<file path="src/rtl/ysyx_25050147_lsu_ctrl_if.sv">
// Handshake bundle between the execute stage, the LSU controller, the data memory and write-back.
// The slave modport is the controller's view; master is the surrounding pipeline/memory view.
interface ysyx_25050147_lsu_ctrl_if;
  logic        in_valid;
  logic        in_ready;
  logic        in_wen;
  logic [2:0]  in_op;
  logic [31:0] in_addr;
  logic [31:0] in_wdata;
  logic        mem_req_valid;
  logic        mem_req_ready;
  logic [31:0] mem_addr;
  logic        mem_wen;
  logic [3:0]  mem_wstrb;
  logic [31:0] mem_wdata;
  logic        mem_rsp_valid;
  logic [31:0] mem_rsp_rdata;
  logic        mem_rsp_err;
  logic        out_valid;
  logic        out_ready;
  logic [31:0] out_rdata;
  logic        out_err;

  modport slave (
    input  in_valid, in_wen, in_op, in_addr, in_wdata,
    input  mem_req_ready, mem_rsp_valid, mem_rsp_rdata, mem_rsp_err, out_ready,
    output in_ready, mem_req_valid, mem_addr, mem_wen, mem_wstrb, mem_wdata,
    output out_valid, out_rdata, out_err
  );

  modport master (
    output in_valid, in_wen, in_op, in_addr, in_wdata,
    output mem_req_ready, mem_rsp_valid, mem_rsp_rdata, mem_rsp_err, out_ready,
    input  in_ready, mem_req_valid, mem_addr, mem_wen, mem_wstrb, mem_wdata,
    input  out_valid, out_rdata, out_err
  );
endinterface

</file>
<file path="src/rtl/ysyx_25050147_lsu_ctrl.sv">
// Load/store sequencer: one operation at a time, alignment check, memory handshake,
// load-data extraction and extension. All outputs are registered.
module ysyx_25050147_lsu_ctrl (
  input  logic clk,
  input  logic rst,
  ysyx_25050147_lsu_ctrl_if.slave bus
);
  // state | meaning
  // IDLE  | ready to accept an operation
  // REQ   | memory request presented, waiting for mem_req_ready
  // WAIT  | request accepted, waiting for mem_rsp_valid
  // DONE  | result held for write-back until out_ready
  typedef enum logic [1:0] {IDLE, REQ, WAIT, DONE} state_t;

  state_t      state;
  logic        wen_q;
  logic [2:0]  op_q;
  logic [1:0]  addr_lo_q;
  logic        illegal;
  logic        misaligned;
  logic [3:0]  strb_n;
  logic [31:0] wdata_n;
  logic [31:0] shifted;
  logic [31:0] load_val;

  // Op size lives in op[1:0] for both loads and stores; 11 is never legal.
  always_comb begin
    illegal    = (bus.in_op[1:0] == 2'b11);
    misaligned = ((bus.in_op[1:0] == 2'b01) && bus.in_addr[0]) ||
                 ((bus.in_op[1:0] == 2'b10) && (bus.in_addr[1:0] != 2'b00));
    strb_n  = 4'b0000;
    wdata_n = 32'h0000_0000;
    if (bus.in_wen) begin
      case (bus.in_op[1:0])
        2'b00: begin
          strb_n  = 4'b0001 << bus.in_addr[1:0];
          wdata_n = {4{bus.in_wdata[7:0]}};
        end
        2'b01: begin
          strb_n  = 4'b0011 << bus.in_addr[1:0];
          wdata_n = {2{bus.in_wdata[15:0]}};
        end
        default: begin
          strb_n  = 4'b1111;
          wdata_n = bus.in_wdata;
        end
      endcase
    end
  end

  // op[2] selects zero extension; word ops pass through regardless.
  always_comb begin
    shifted = bus.mem_rsp_rdata >> {addr_lo_q, 3'b000};
    case (op_q[1:0])
      2'b00:   load_val = {{24{shifted[7]  & ~op_q[2]}}, shifted[7:0]};
      2'b01:   load_val = {{16{shifted[15] & ~op_q[2]}}, shifted[15:0]};
      default: load_val = shifted;
    endcase
  end

  always_ff @(posedge clk or posedge rst) begin
    if (rst) begin
      state             <= IDLE;
      wen_q             <= 1'b0;
      op_q              <= 3'b000;
      addr_lo_q         <= 2'b00;
      bus.in_ready      <= 1'b1;
      bus.mem_req_valid <= 1'b0;
      bus.mem_addr      <= 32'h0;
      bus.mem_wen       <= 1'b0;
      bus.mem_wstrb     <= 4'b0000;
      bus.mem_wdata     <= 32'h0;
      bus.out_valid     <= 1'b0;
      bus.out_rdata     <= 32'h0;
      bus.out_err       <= 1'b0;
    end else begin
      case (state)
        IDLE: begin
          if (bus.in_valid) begin
            wen_q        <= bus.in_wen;
            op_q         <= bus.in_op;
            addr_lo_q    <= bus.in_addr[1:0];
            bus.in_ready <= 1'b0;
            if (illegal || misaligned) begin
              bus.out_valid <= 1'b1;
              bus.out_err   <= 1'b1;
              bus.out_rdata <= 32'h0;
              state         <= DONE;
            end else begin
              bus.mem_req_valid <= 1'b1;
              bus.mem_addr      <= {bus.in_addr[31:2], 2'b00};
              bus.mem_wen       <= bus.in_wen;
              bus.mem_wstrb     <= strb_n;
              bus.mem_wdata     <= wdata_n;
              state             <= REQ;
            end
          end
        end
        REQ: begin
          if (bus.mem_req_ready) begin
            bus.mem_req_valid <= 1'b0;
            state             <= WAIT;
          end
        end
        WAIT: begin
          if (bus.mem_rsp_valid) begin
            bus.out_valid <= 1'b1;
            bus.out_err   <= bus.mem_rsp_err;
            bus.out_rdata <= (bus.mem_rsp_err || wen_q) ? 32'h0 : load_val;
            state         <= DONE;
          end
        end
        DONE: begin
          if (bus.out_ready) begin
            bus.out_valid <= 1'b0;
            bus.in_ready  <= 1'b1;
            state         <= IDLE;
          end
        end
        default: state <= IDLE;
      endcase
    end
  end
endmodule
</file>
<file path="src/flat_wrapper.sv">
// flat-port wrapper written by rule: the top's interface ports become plain ports
module ysyx_25050147_lsu_ctrl_flat 
  (clk, rst, bus_in_valid, bus_in_wen, bus_in_op, bus_in_addr, bus_in_wdata, bus_mem_req_ready, bus_mem_rsp_valid, bus_mem_rsp_rdata, bus_mem_rsp_err, bus_out_ready, bus_in_ready, bus_mem_req_valid, bus_mem_addr, bus_mem_wen, bus_mem_wstrb, bus_mem_wdata, bus_out_valid, bus_out_rdata, bus_out_err);
  ysyx_25050147_lsu_ctrl_if bus_i ();
  input  logic clk;
  input  logic rst;
  input wire logic [$bits(bus_i.in_valid)-1:0] bus_in_valid;
  input wire logic [$bits(bus_i.in_wen)-1:0] bus_in_wen;
  input wire logic [$bits(bus_i.in_op)-1:0] bus_in_op;
  input wire logic [$bits(bus_i.in_addr)-1:0] bus_in_addr;
  input wire logic [$bits(bus_i.in_wdata)-1:0] bus_in_wdata;
  input wire logic [$bits(bus_i.mem_req_ready)-1:0] bus_mem_req_ready;
  input wire logic [$bits(bus_i.mem_rsp_valid)-1:0] bus_mem_rsp_valid;
  input wire logic [$bits(bus_i.mem_rsp_rdata)-1:0] bus_mem_rsp_rdata;
  input wire logic [$bits(bus_i.mem_rsp_err)-1:0] bus_mem_rsp_err;
  input wire logic [$bits(bus_i.out_ready)-1:0] bus_out_ready;
  output wire logic [$bits(bus_i.in_ready)-1:0] bus_in_ready;
  output wire logic [$bits(bus_i.mem_req_valid)-1:0] bus_mem_req_valid;
  output wire logic [$bits(bus_i.mem_addr)-1:0] bus_mem_addr;
  output wire logic [$bits(bus_i.mem_wen)-1:0] bus_mem_wen;
  output wire logic [$bits(bus_i.mem_wstrb)-1:0] bus_mem_wstrb;
  output wire logic [$bits(bus_i.mem_wdata)-1:0] bus_mem_wdata;
  output wire logic [$bits(bus_i.out_valid)-1:0] bus_out_valid;
  output wire logic [$bits(bus_i.out_rdata)-1:0] bus_out_rdata;
  output wire logic [$bits(bus_i.out_err)-1:0] bus_out_err;
  assign bus_i.in_valid = bus_in_valid;
  assign bus_i.in_wen = bus_in_wen;
  assign bus_i.in_op = bus_in_op;
  assign bus_i.in_addr = bus_in_addr;
  assign bus_i.in_wdata = bus_in_wdata;
  assign bus_i.mem_req_ready = bus_mem_req_ready;
  assign bus_i.mem_rsp_valid = bus_mem_rsp_valid;
  assign bus_i.mem_rsp_rdata = bus_mem_rsp_rdata;
  assign bus_i.mem_rsp_err = bus_mem_rsp_err;
  assign bus_i.out_ready = bus_out_ready;
  assign bus_in_ready = bus_i.in_ready;
  assign bus_mem_req_valid = bus_i.mem_req_valid;
  assign bus_mem_addr = bus_i.mem_addr;
  assign bus_mem_wen = bus_i.mem_wen;
  assign bus_mem_wstrb = bus_i.mem_wstrb;
  assign bus_mem_wdata = bus_i.mem_wdata;
  assign bus_out_valid = bus_i.out_valid;
  assign bus_out_rdata = bus_i.out_rdata;
  assign bus_out_err = bus_i.out_err;
  ysyx_25050147_lsu_ctrl u_core (.clk(clk), .rst(rst), .bus(bus_i));
endmodule
</file>
<file path="config.mk">
export PLATFORM = sky130hd
export DESIGN_NAME = ysyx_25050147_lsu_ctrl_flat
export DESIGN_NICKNAME = d
export VERILOG_FILES = /design/src/rtl/ysyx_25050147_lsu_ctrl_if.sv /design/src/rtl/ysyx_25050147_lsu_ctrl.sv /design/src/flat_wrapper.sv
export SDC_FILE = /design/constraint.sdc
export NUM_CORES = 1
export LEC_CHECK = 0
export CAP_MARGIN = 5
export CORE_MARGIN = 5
export CORE_UTILIZATION = 40
export DETAILED_ROUTE_END_ITERATION = 10
export GPL_ROUTABILITY_DRIVEN = 0
export MAX_ROUTING_LAYER = met4
export PLACE_DENSITY = 0.77
export SKIP_LAST_GASP = 1
export SYNTH_ARGS = -nofsm -noshare
export SYNTH_HDL_FRONTEND = slang
export SYNTH_SLANG_ARGS = --single-unit
</file>
<file path="constraint.sdc">
create_clock -name clk -period 3.68 [get_ports clk]
set_clock_uncertainty 0.2 [all_clocks]
set_input_delay 0.368 -clock clk [delete_from_list [all_inputs] [get_ports clk]]
set_output_delay 0.368 -clock clk [all_outputs]
set_load 0.02 [all_outputs]
</file>
## Word-level counts from Yosys, hierarchy flattened

Cells that the tools add are included.
W data, S select, Z words.

| storage, ports and cells | value |
|---|---|
| input bits | 107 |
| flip-flop bits (word level) | 111 |
| word-level logic and storage cells | 83 |
| output and inout port bits | 105 |

| operators by class | value |
|---|---|
| reductions and logical operators | 20 |
| bitwise gates (word level) | 4 |
| muxes and demuxes | 30 |
| shifts and indexed selects | 3 |
| eq/ne operators | 13 |

Operator list:

| kind | number |
|---|---|
| $pmux W32 S2 | 3 |
| $mux W32 | 5 |
| $shr A32 B5 Y32 | 1 |
| $reduce_and A4 Y1 | 3 |
| $mux W1 | 10 |
| $mux W2 | 5 |
| $ne A2 B2 Y1 const B | 5 |
| $eq A2 B2 Y1 const B | 4 |
| $pmux W2 S4 | 1 |
| $pmux W4 S2 | 1 |
| $reduce_bool A2 Y1 | 4 |
| $eq A2 B1 Y1 const B | 3 |
| $logic_not A2 Y1 | 3 |
| $pmux W1 S2 | 3 |
| $reduce_and A3 Y1 | 2 |
| $reduce_and A5 Y1 | 1 |
| $mux W4 | 1 |
| $shl A1 B2 Y4 const A | 1 |
| $shl A2 B2 Y4 const A | 1 |
| $logic_or A1 B1 Y1 | 3 |
| $pmux W1 S3 | 1 |
| $reduce_bool A3 Y1 | 1 |
| $and A1 B1 Y1 | 2 |
| $logic_and A1 B1 Y1 | 2 |
| 3 further kinds | 4 |

## Logic depth before layout (Yosys ltp)

Gate-level depths: netlist of the first run.

| logic depth | value |
|---|---|
| word-level depth | 7 |
| mapped depth | 10 |
| gate-level depth less buffers | 6 |

## Worst setup path after synthesis of the first run

Ideal clock, no wire load.

| timing path | value |
|---|---|
| kind | reg-to-reg |
| start point | register u_core.state[0] |
| end point | register u_core.bus.out_valid |
| setup time | 0.118 ns |
| arrival | 1.798 ns |
| required time | 3.362 ns |
| period minus slack after synthesis | 2.116 ns |
| stages on the path, launching flop included | 9 |
| path buffers | 2 |
| path slack | 1.564 ns |
| cells stage by stage | dfrtp_1 -> inv_1 -> ha_1 -> buf_2 -> nand2b_1 -> o21ai_0 -> clkbuf_1 -> or4b_1 -> a21o_1 |

| between the ends | value |
|---|---|
| cells in the longest elaborated chain, start to end | 3 |
| elaborated cells on any way between the ends | 10 |
| classes of those cells | 6 x eq/ne; 1 x mux; 3 x reduce/logical |

Ends and longest elaborated chain:

| item | line | RTL |
|---|---|---|
| start: declaration | ysyx_25050147_lsu_ctrl.sv:15 | `state_t state;` |
| start signal: assignment | ysyx_25050147_lsu_ctrl.sv:63 | `state <= IDLE;` |
| start signal: assignment | ysyx_25050147_lsu_ctrl.sv:88 | `state <= DONE;` |
| start signal: assignment | ysyx_25050147_lsu_ctrl.sv:95 | `state <= REQ;` |
| $eq A2 B2 Y1 / $logic_not A2 Y1 (equally long branches) | ysyx_25050147_lsu_ctrl.sv:77 | `case (state)` |
| $ne A2 B2 Y1 (no line) (tied with other cells) | -- |  |
| $reduce_and A5 Y1 (no line) | -- |  |
| end signal: assignment | ysyx_25050147_lsu_ctrl.sv:73 | `bus.out_valid <= 1'b0;` |
| end signal: assignment | ysyx_25050147_lsu_ctrl.sv:85 | `bus.out_valid <= 1'b1;` |
| end signal: assignment | ysyx_25050147_lsu_ctrl.sv:107 | `bus.out_valid <= 1'b1;` |
| end: declaration | ysyx_25050147_lsu_ctrl_if.sv:28 | `output out_valid, out_rdata, out_err` |

Several ways; a longest one is shown, not always the timed one.
A chain may end at the register's enable or synchronous reset.

## Worst setup path after layout of the first run

| timing path | value |
|---|---|
| start point | register u_core.state[0] |
| end point | register u_core.bus.mem_addr[15] |

| between the ends | value |
|---|---|
| cells in the longest elaborated chain, start to end | 2 |

Ends and longest elaborated chain:

| item | line | RTL |
|---|---|---|
| $logic_not A2 Y1 | ysyx_25050147_lsu_ctrl.sv:77 |  |
| $reduce_and A3 Y1 (no line) | -- |  |
| end signal: assignment | ysyx_25050147_lsu_ctrl.sv:91 | `bus.mem_addr <= {bus.in_addr[31:2], 2'b00};` |
| end: declaration | ysyx_25050147_lsu_ctrl_if.sv:27 | `output in_ready, mem_req_valid, mem_addr, mem_wen, mem_wstrb, mem_wdata,` |

No other way between the ends.

==> run summary, run 1 <==
Final ANT Viol Nets = 0
Async SR Flop Fraction = 1.000
Slew @ Worst Pin = 1.050 ns
RSZ-0062 raised after global routing = no
post-cts resize count = 0
Crit Path Max Fanout = 69
htree depth = 3
root buffer cell = clkbuf_16
Slew Limit Headroom = 0.3003
CTS Sinks = 111
Reg clk slew, reported paths = 0.07 ns
final setup vio count = 0
Crit-path slowest cell = a21o_4
overall die height = 126.5 um
Clock Power Share = 0.141
Util after Layout = 0.5916
crit share post-route = 0.7206
layout cells sized above 1 = 0.1018
die outline area = 16000 um^2
GR Util All Layers = 0.1998
Net Sw Frac = 0.3807
fmax = 0.3771 GHz
number of DRC markers in iteration 0 = 275
Post-synth EDFFs = 0
outcome = completed
Crit path required time = 3.70 ns
combinational fraction of design power = 0.510
Total Wirelength = 15830 um
Core ar. = 13300 um^2
R2R cell count = 5
met3 wire length = 709 um
final total negative setup slack = 0 ns
Top Layer Used = met4
vias in the first global route = 4634
Hold Path Sink = u_core.bus.mem_wstrb[0]
largest net degree at the start of global routing = 112
CTS tree = built
WHS Path Cells = 1
critical path data arrival time = 2.67 ns
Vias per Instance = 5.271
Post-CTS Hold Fix Bufs = 0
Congestion Overflow GR = 0
setup slack, reg-to-reg = 1.03 ns
PwrDens = 796.9 nW/um^2
RR Endpoint = u_core.bus.mem_addr[15]
Slew Limit Fails = 0
CTS max path bufs = 2
Tmin final = 2.652 ns
DP Wirelength = 11880 um
HP Start = u_core.bus.mem_wstrb[0]
Metal-1 WL = 6896 um
input/output buffers = 209
synthesized cell area = 5429 um^2
Seq cells post-synth = 111
Die Wd = 126.5 um
YS warnings = 0
Num CTS Buffers = 9
hold violation count in the final report = 0
Flop pwr share = 0.348
via count = 4454
worst setup path start = u_core.state[0]
P&R area growth vs syn = 44.87%
routed wire length per instance = 18.73 um
Crit path buffers/inverters = 1
Post-Syn Instances = 473
startpoint types = flip-flop
element type at the critical path end = flip-flop
Place WS = 0.8260 ns
CP top delay family = compound AO/OA/AOI/OAI gates
antenna violations before repair = 0
max-cap viol count = 0
Rows = 42
DRT Pass-1 Iters = 5
final hold slack = 0.2791 ns
cell-internal power = 3.881 mW
# Post-CTS Setup Buffers = 0
fin nets = 776
net switching power = 2.386 mW
Yosys cell types = 44
Main synth FF type = dfrtp_1
Mean Syn Cell Area = 11.48 um^2
worst reg2reg startpoint = u_core.state[0]
Hold Path Class = reg -> reg
Leak = 3.490 nW
Crit Path Category = reg -> reg
first-pass GRT wire length = 24980 um
overall power = 6.268 mW
Post-route DRC = 0
CP Cell Sequence = inv_1 -> ha_1 -> nand2_1 -> a21o_4 -> mux2_4
Worst-Skew Late Latency = 0.34 ns
setup slack after layout = 1.028 ns
Top Ports = 212
sequential area share after synthesis = 0.5119
met2 wire len = 7711 um
Initial Utilization = 0.4083
worst vdd ir = 0.0003672 V
Critical Path Max Stage Delay = 0.77 ns
==> registers in the layout, indices dropped and copies added (netlist names) <==
name                      cells
u_core.state                  2
u_core.bus.in_ready           1
u_core.bus.mem_wdata         32
u_core.op_q                   3
u_core.addr_lo_q              2
u_core.bus.mem_req_valid      1
u_core.bus.mem_addr          30
u_core.bus.mem_wstrb          4
u_core.bus.out_rdata         32
u_core.bus.mem_wen            1
u_core.bus.out_err            1
u_core.bus.out_valid          1
u_core.wen_q                  1
==> per-stage QoR <==
stage,cell area [um^2],instances
floorplan,5433,474
global placement,7599,828
detailed placement,7599,828
CTS,7863,844
global route,7863,844
finish,7865,845
==> worst max-delay path by stage <==
stage	end	slack, ns	depth (start not counted)
floorplan	u_core.addr_lo_q[0]	0.18	1
global placement	u_core.bus.out_err	0.93	5
detailed placement	u_core.bus.out_err	0.83	5
CTS	u_core.bus.mem_addr[15]	1.03	5
global route	u_core.bus.out_rdata[16]	0.75	4
finish	u_core.bus.mem_addr[15]	1.03	5
==> layout make-up <==
cell class              instances  area, um^2
multi-input cells             319        2421
flip-flops and latches        111        2779
fillers                      1083        5430
clock buffers                  14       254.0
inverters                       7       28.78
repair buffers                215        2150
diodes                          1       2.502
well taps                     176       220.2
clock inverters                 2       10.01
==> cell usage in the layout, fill, tap and decap left out, types with 2 or more instances in the layout <==
cell and count:
a21o_1 3, a21oi_1 20, a221oi_1 9, a22o_1 8, buf_4 5, clkbuf_1 4, clkbuf_16 9, clkdlybuf4s50_1 209
clkinv_2 2, conb_1 2, dfrtp_1 110, ha_1 6, inv_1 6, mux2_2 13, mux2_4 30, mux2i_1 45
nand2_1 34, nand2b_1 2, nand3_1 21, nand3b_1 2, nor2_1 32, nor2b_1 3, nor3_1 2, o211ai_1 7
o21ai_0 37, o21ai_1 10, o2bb2ai_1 15, or2_1 2
==> cell usage after synthesis, types with 3 or more instances <==
library cell | number | area [um^2]
ha_1 | 6 | 75.07
o21ai_1 | 10 | 50.05
mux2_2 | 13 | 146.4
a221oi_1 | 9 | 78.83
buf_2 | 9 | 45.04
nand3_1 | 21 | 105.1
o2bb2ai_1 | 15 | 131.4
a21oi_1 | 20 | 100.1
nor2b_1 | 3 | 18.77
mux2_4 | 30 | 450.4
a22o_1 | 8 | 70.07
clkbuf_1 | 17 | 63.81
o211ai_1 | 7 | 52.55
a21o_1 | 4 | 30.03
mux2i_1 | 45 | 450.4
o21ai_0 | 37 | 185.2
dfrtp_1 | 110 | 2753
nand2_1 | 34 | 127.6
inv_1 | 7 | 26.28
buf_6 | 7 | 78.83
buf_4 | 3 | 22.52
nor2_1 | 32 | 120.1
==> metal layers <==
metal,up-vias,GRT usage
li1,2077,-
met1,2179,0.2563
met2,163,0.3135
met3,35,0.02900
met4,0,0.09338
met5,-,-
==> cell families (layout without fill, tap and decap cells) <==
| group | after synthesis | after routing | synth area share |
|---|---|---|---|
| AO/OA/AOI/OAI | 117 | 117 | 0.1420 |
| adder cells (fa/ha/maj) | 6 | 6 | 0.01383 |
| buffers and inverters | 44 | 238 | 0.04425 |
| flip-flops | 111 | 111 | 0.5119 |
| multiplexers | 89 | 89 | 0.1970 |
| other | 1 | 3 | 0.0006907 |
| AND/OR/NAND/NOR | 105 | 105 | 0.09034 |
==> power by group through the flow <==
| stage | logic, mW | registers [mW] | clock network [mW] |
|---|---|---|---|
| floorplan | 1.34 | 2.64 | 0 |
| global placement | 3.15 | 2.18 | 0 |
| detailed placement | 3.22 | 2.20 | 0 |
| CTS | 3.23 | 2.19 | 0.911 |
| global route | 3.41 | 2.27 | 0.957 |
| finish | 3.20 | 2.18 | 0.887 |
Note: power is estimated with default switching activity, not from simulation.
==> inputs of run 2 (changes only) <==
Clock period 3.68 ns to 2.1 ns, I/O delays scaled along.
==> run 2 against run 1 <==
  * Die area stayed put
  * Non-clock buffer count rose by 32
  * Hold slack got worse by 0.093 ns
  * Total power rose by 85%
  * Combinational power is 91% higher
  * Design area rose by 4.9%
  * Critical path type unchanged
  * Highest routed layer unchanged
  * Register-to-register slack lost 0.89 ns
==> run summary, run 2 (synthesized netlist as in run 1, its figures left out) <==
outcome = completed (unchanged)
Top Ports = 212 (unchanged)
CP Cell Sequence = inv_1 -> ha_2 -> nand2_1 -> a21o_4 -> buf_12 -> buf_4 -> nand2_1 -> o21ai_0 (was inv_1 -> ha_1 -> nand2_1 -> a21o_4 -> mux2_4)
htree depth = 3 (unchanged)
CTS tree = built (unchanged)
number of DRC markers in iteration 0 = 266 (was 275)
Core ar. = 13300 um^2 (unchanged)
vias in the first global route = 4818 (was 4634)
Crit Path Category = reg -> reg (unchanged)
Initial Utilization = 0.4083 (unchanged)
Total Wirelength = 16600 um (was 15830 um)
input/output buffers = 209 (unchanged)
root buffer cell = clkbuf_16 (unchanged)
overall die height = 126.5 um (unchanged)
# Post-CTS Setup Buffers = 0 (unchanged)
Flop pwr share = 0.315 (was 0.348)
largest registers = u_core.bus.mem_wdata x32, u_core.bus.out_rdata x32, u_core.bus.mem_addr x30 (unchanged)
die outline area = 16000 um^2 (unchanged)
Final ANT Viol Nets = 0 (unchanged)
Tmin final = 1.957 ns (was 2.652 ns)
Clock Power Share = 0.160 (was 0.141)
Crit Path Max Fanout = 35 (was 69)
commonest non-fill, non-tap cell in the layout = clkdlybuf4s50_1 (unchanged)
Num CTS Buffers = 9 (unchanged)
CP top delay family = buffers and inverters (was compound AO/OA/AOI/OAI gates)
Hold Path Class = in -> async (was reg -> reg)
GR Util All Layers = 0.2074 (was 0.1998)
element type at the critical path end = flip-flop (unchanged)
cell-internal power = 7.275 mW (was 3.881 mW)
final setup vio count = 0 (unchanged)
Leak = 3.697 nW (was 3.490 nW)
net switching power = 4.347 mW (was 2.386 mW)
first-pass GRT wire length = 25820 um (was 24980 um)
Rows = 42 (unchanged)
setup slack after layout = 0.1429 ns (was 1.028 ns)
layout cells sized above 1 = 0.1516 (was 0.1018)
Place WS = -0.1028 ns (was 0.8260 ns)
via count = 4604 (was 4454)
Crit-path slowest cell = dfrtp_1 (was a21o_4)
Slew Limit Fails = 0 (unchanged)
antenna violations before repair = 1 (was 0)
CTS Sinks = 111 (unchanged)
RSZ-0062 raised after global routing = no (unchanged)
DRT Pass-1 Iters = 7 (was 5)
Congestion Overflow GR = 0 (unchanged)
Net Sw Frac = 0.3740 (was 0.3807)
Slew Limit Headroom = 0.6113 (was 0.3003)
CTS max path bufs = 2 (unchanged)
hold violation count in the final report = 0 (unchanged)
DP Wirelength = 12710 um (was 11880 um)
worst vdd ir = 0.0005926 V (was 0.0003672 V)
Crit path required time = 2.12 ns (was 3.70 ns)
Post-route DRC = 0 (unchanged)
Critical Path Max Stage Delay = 0.38 ns (was 0.77 ns)
Slew @ Worst Pin = 0.5831 ns (was 1.050 ns)
critical path data arrival time = 1.98 ns (was 2.67 ns)
Crit path buffers/inverters = 3 (was 1)
startpoint types = flip-flop (unchanged)
routed wire length per instance = 18.95 um (was 18.73 um)
combinational fraction of design power = 0.525 (was 0.510)
max-cap viol count = 0 (unchanged)
fin nets = 808 (was 776)
PwrDens = 1408 nW/um^2 (was 796.9 nW/um^2)
largest net degree at the start of global routing = 112 (unchanged)
P&R area growth vs syn = 51.99% (was 44.87%)
crit share post-route = 0.9320 (was 0.7206)
Worst-Skew Late Latency = 0.35 ns (was 0.34 ns)
fmax = 0.5110 GHz (was 0.3771 GHz)
Vias per Instance = 5.256 (was 5.271)
non-filler cells, final = 876 (was 845)
dpl cells = 860 (was 828)
Reg clk slew, reported paths = 0.07 ns (about the same)
most frequent cells in the layout = clkdlybuf4s50_1 (209), dfrtp_1 (110), mux2i_1 (45), o21ai_0 (36), nand2_1 (34) (was clkdlybuf4s50_1 (209), dfrtp_1 (110), mux2i_1 (45), o21ai_0 (37), nand2_1 (34))
Die Wd = 126.5 um (unchanged)
CP most frequent cell = nand2_1
-- run 2: area by class of cell --
cell class | count | area (um^2)
multi-input cells | 319 | 2431
diodes | 1 | 2.502
flip-flops and latches | 111 | 2779
repair buffers | 247 | 2469
inverters | 7 | 30.03
clock inverters | 5 | 81.33
well taps | 176 | 220.2
fillers | 1019 | 5044
clock buffers | 10 | 239.0
-- run 2: power groups by stage --
stage	clock network (mW)	logic (mW)	registers, mW
floorplan	0	2.35	4.63
global placement	0	5.93	3.67
detailed placement	0	6.09	3.69
CTS	1.91	6.12	3.66
global route	1.98	6.46	3.77
finish	1.86	6.11	3.66
-- run 2: path summary, 6_finish.rpt --
check / from / end / slack (ns) / cells past startpoint
setup / recovery: u_core.state[0] / u_core.bus.mem_wdata[24] / 0.14 / 8
hold / removal: rst / u_core.bus.mem_addr[18] / 0.19 / 3
setup reg to reg: u_core.state[0] / u_core.bus.mem_wdata[24] / 0.14 / 8
hold reg to reg: u_core.wen_q / u_core.wen_q / 0.29 / 2
max in group asynchronous: rst / u_core.bus.out_rdata[4] / 1.08 / 3
min in group clk: bus_out_ready / u_core.bus.in_ready / 0.27 / 3
-- run 2: what timing repair did --
item / 4_1_cts / 5_1_grt
hold buffers: 0 / 0
resized for setup: 0 / 5
setup endpoints to repair: 0 / 46
endpoints found under the hold margin: 0 / 0
-- run 2: worst min-delay path, stage by stage --
cell and delay, ns:
clkdlybuf4s50_1 0.44, clkinvlp_4 0.10, buf_12 0.44
-- run 2: routing by layer --
layer	global-route usage	wire, um
met3	0.04792	873
met5	-	0
met1	0.2502	7003
met4	0.08959	626
met2	0.3344	8100
-- run 2: stage by stage --
| step | utilization | hold slack, ns | total power, mW | TNS [ns] | cell area, um^2 |
|---|---|---|---|---|---|
| final | 0.6206 | 0.1866 | 11.62 | 0 | 8252 |
| after global routing | 0.6206 | 0.2535 | 12.22 | 0 | 8252 |
| after CTS | 0.6194 | 0.2163 | 11.69 | 0 | 8235 |
| after detailed placement | 0.5953 | 0.2653 | 9.785 | -5.855 | 7915 |
| after global placement | 0.5953 | 0.2645 | 9.595 | -2.644 | 7915 |
| after floorplan | - | 0.1104 | 6.983 | 0 | 5438 |
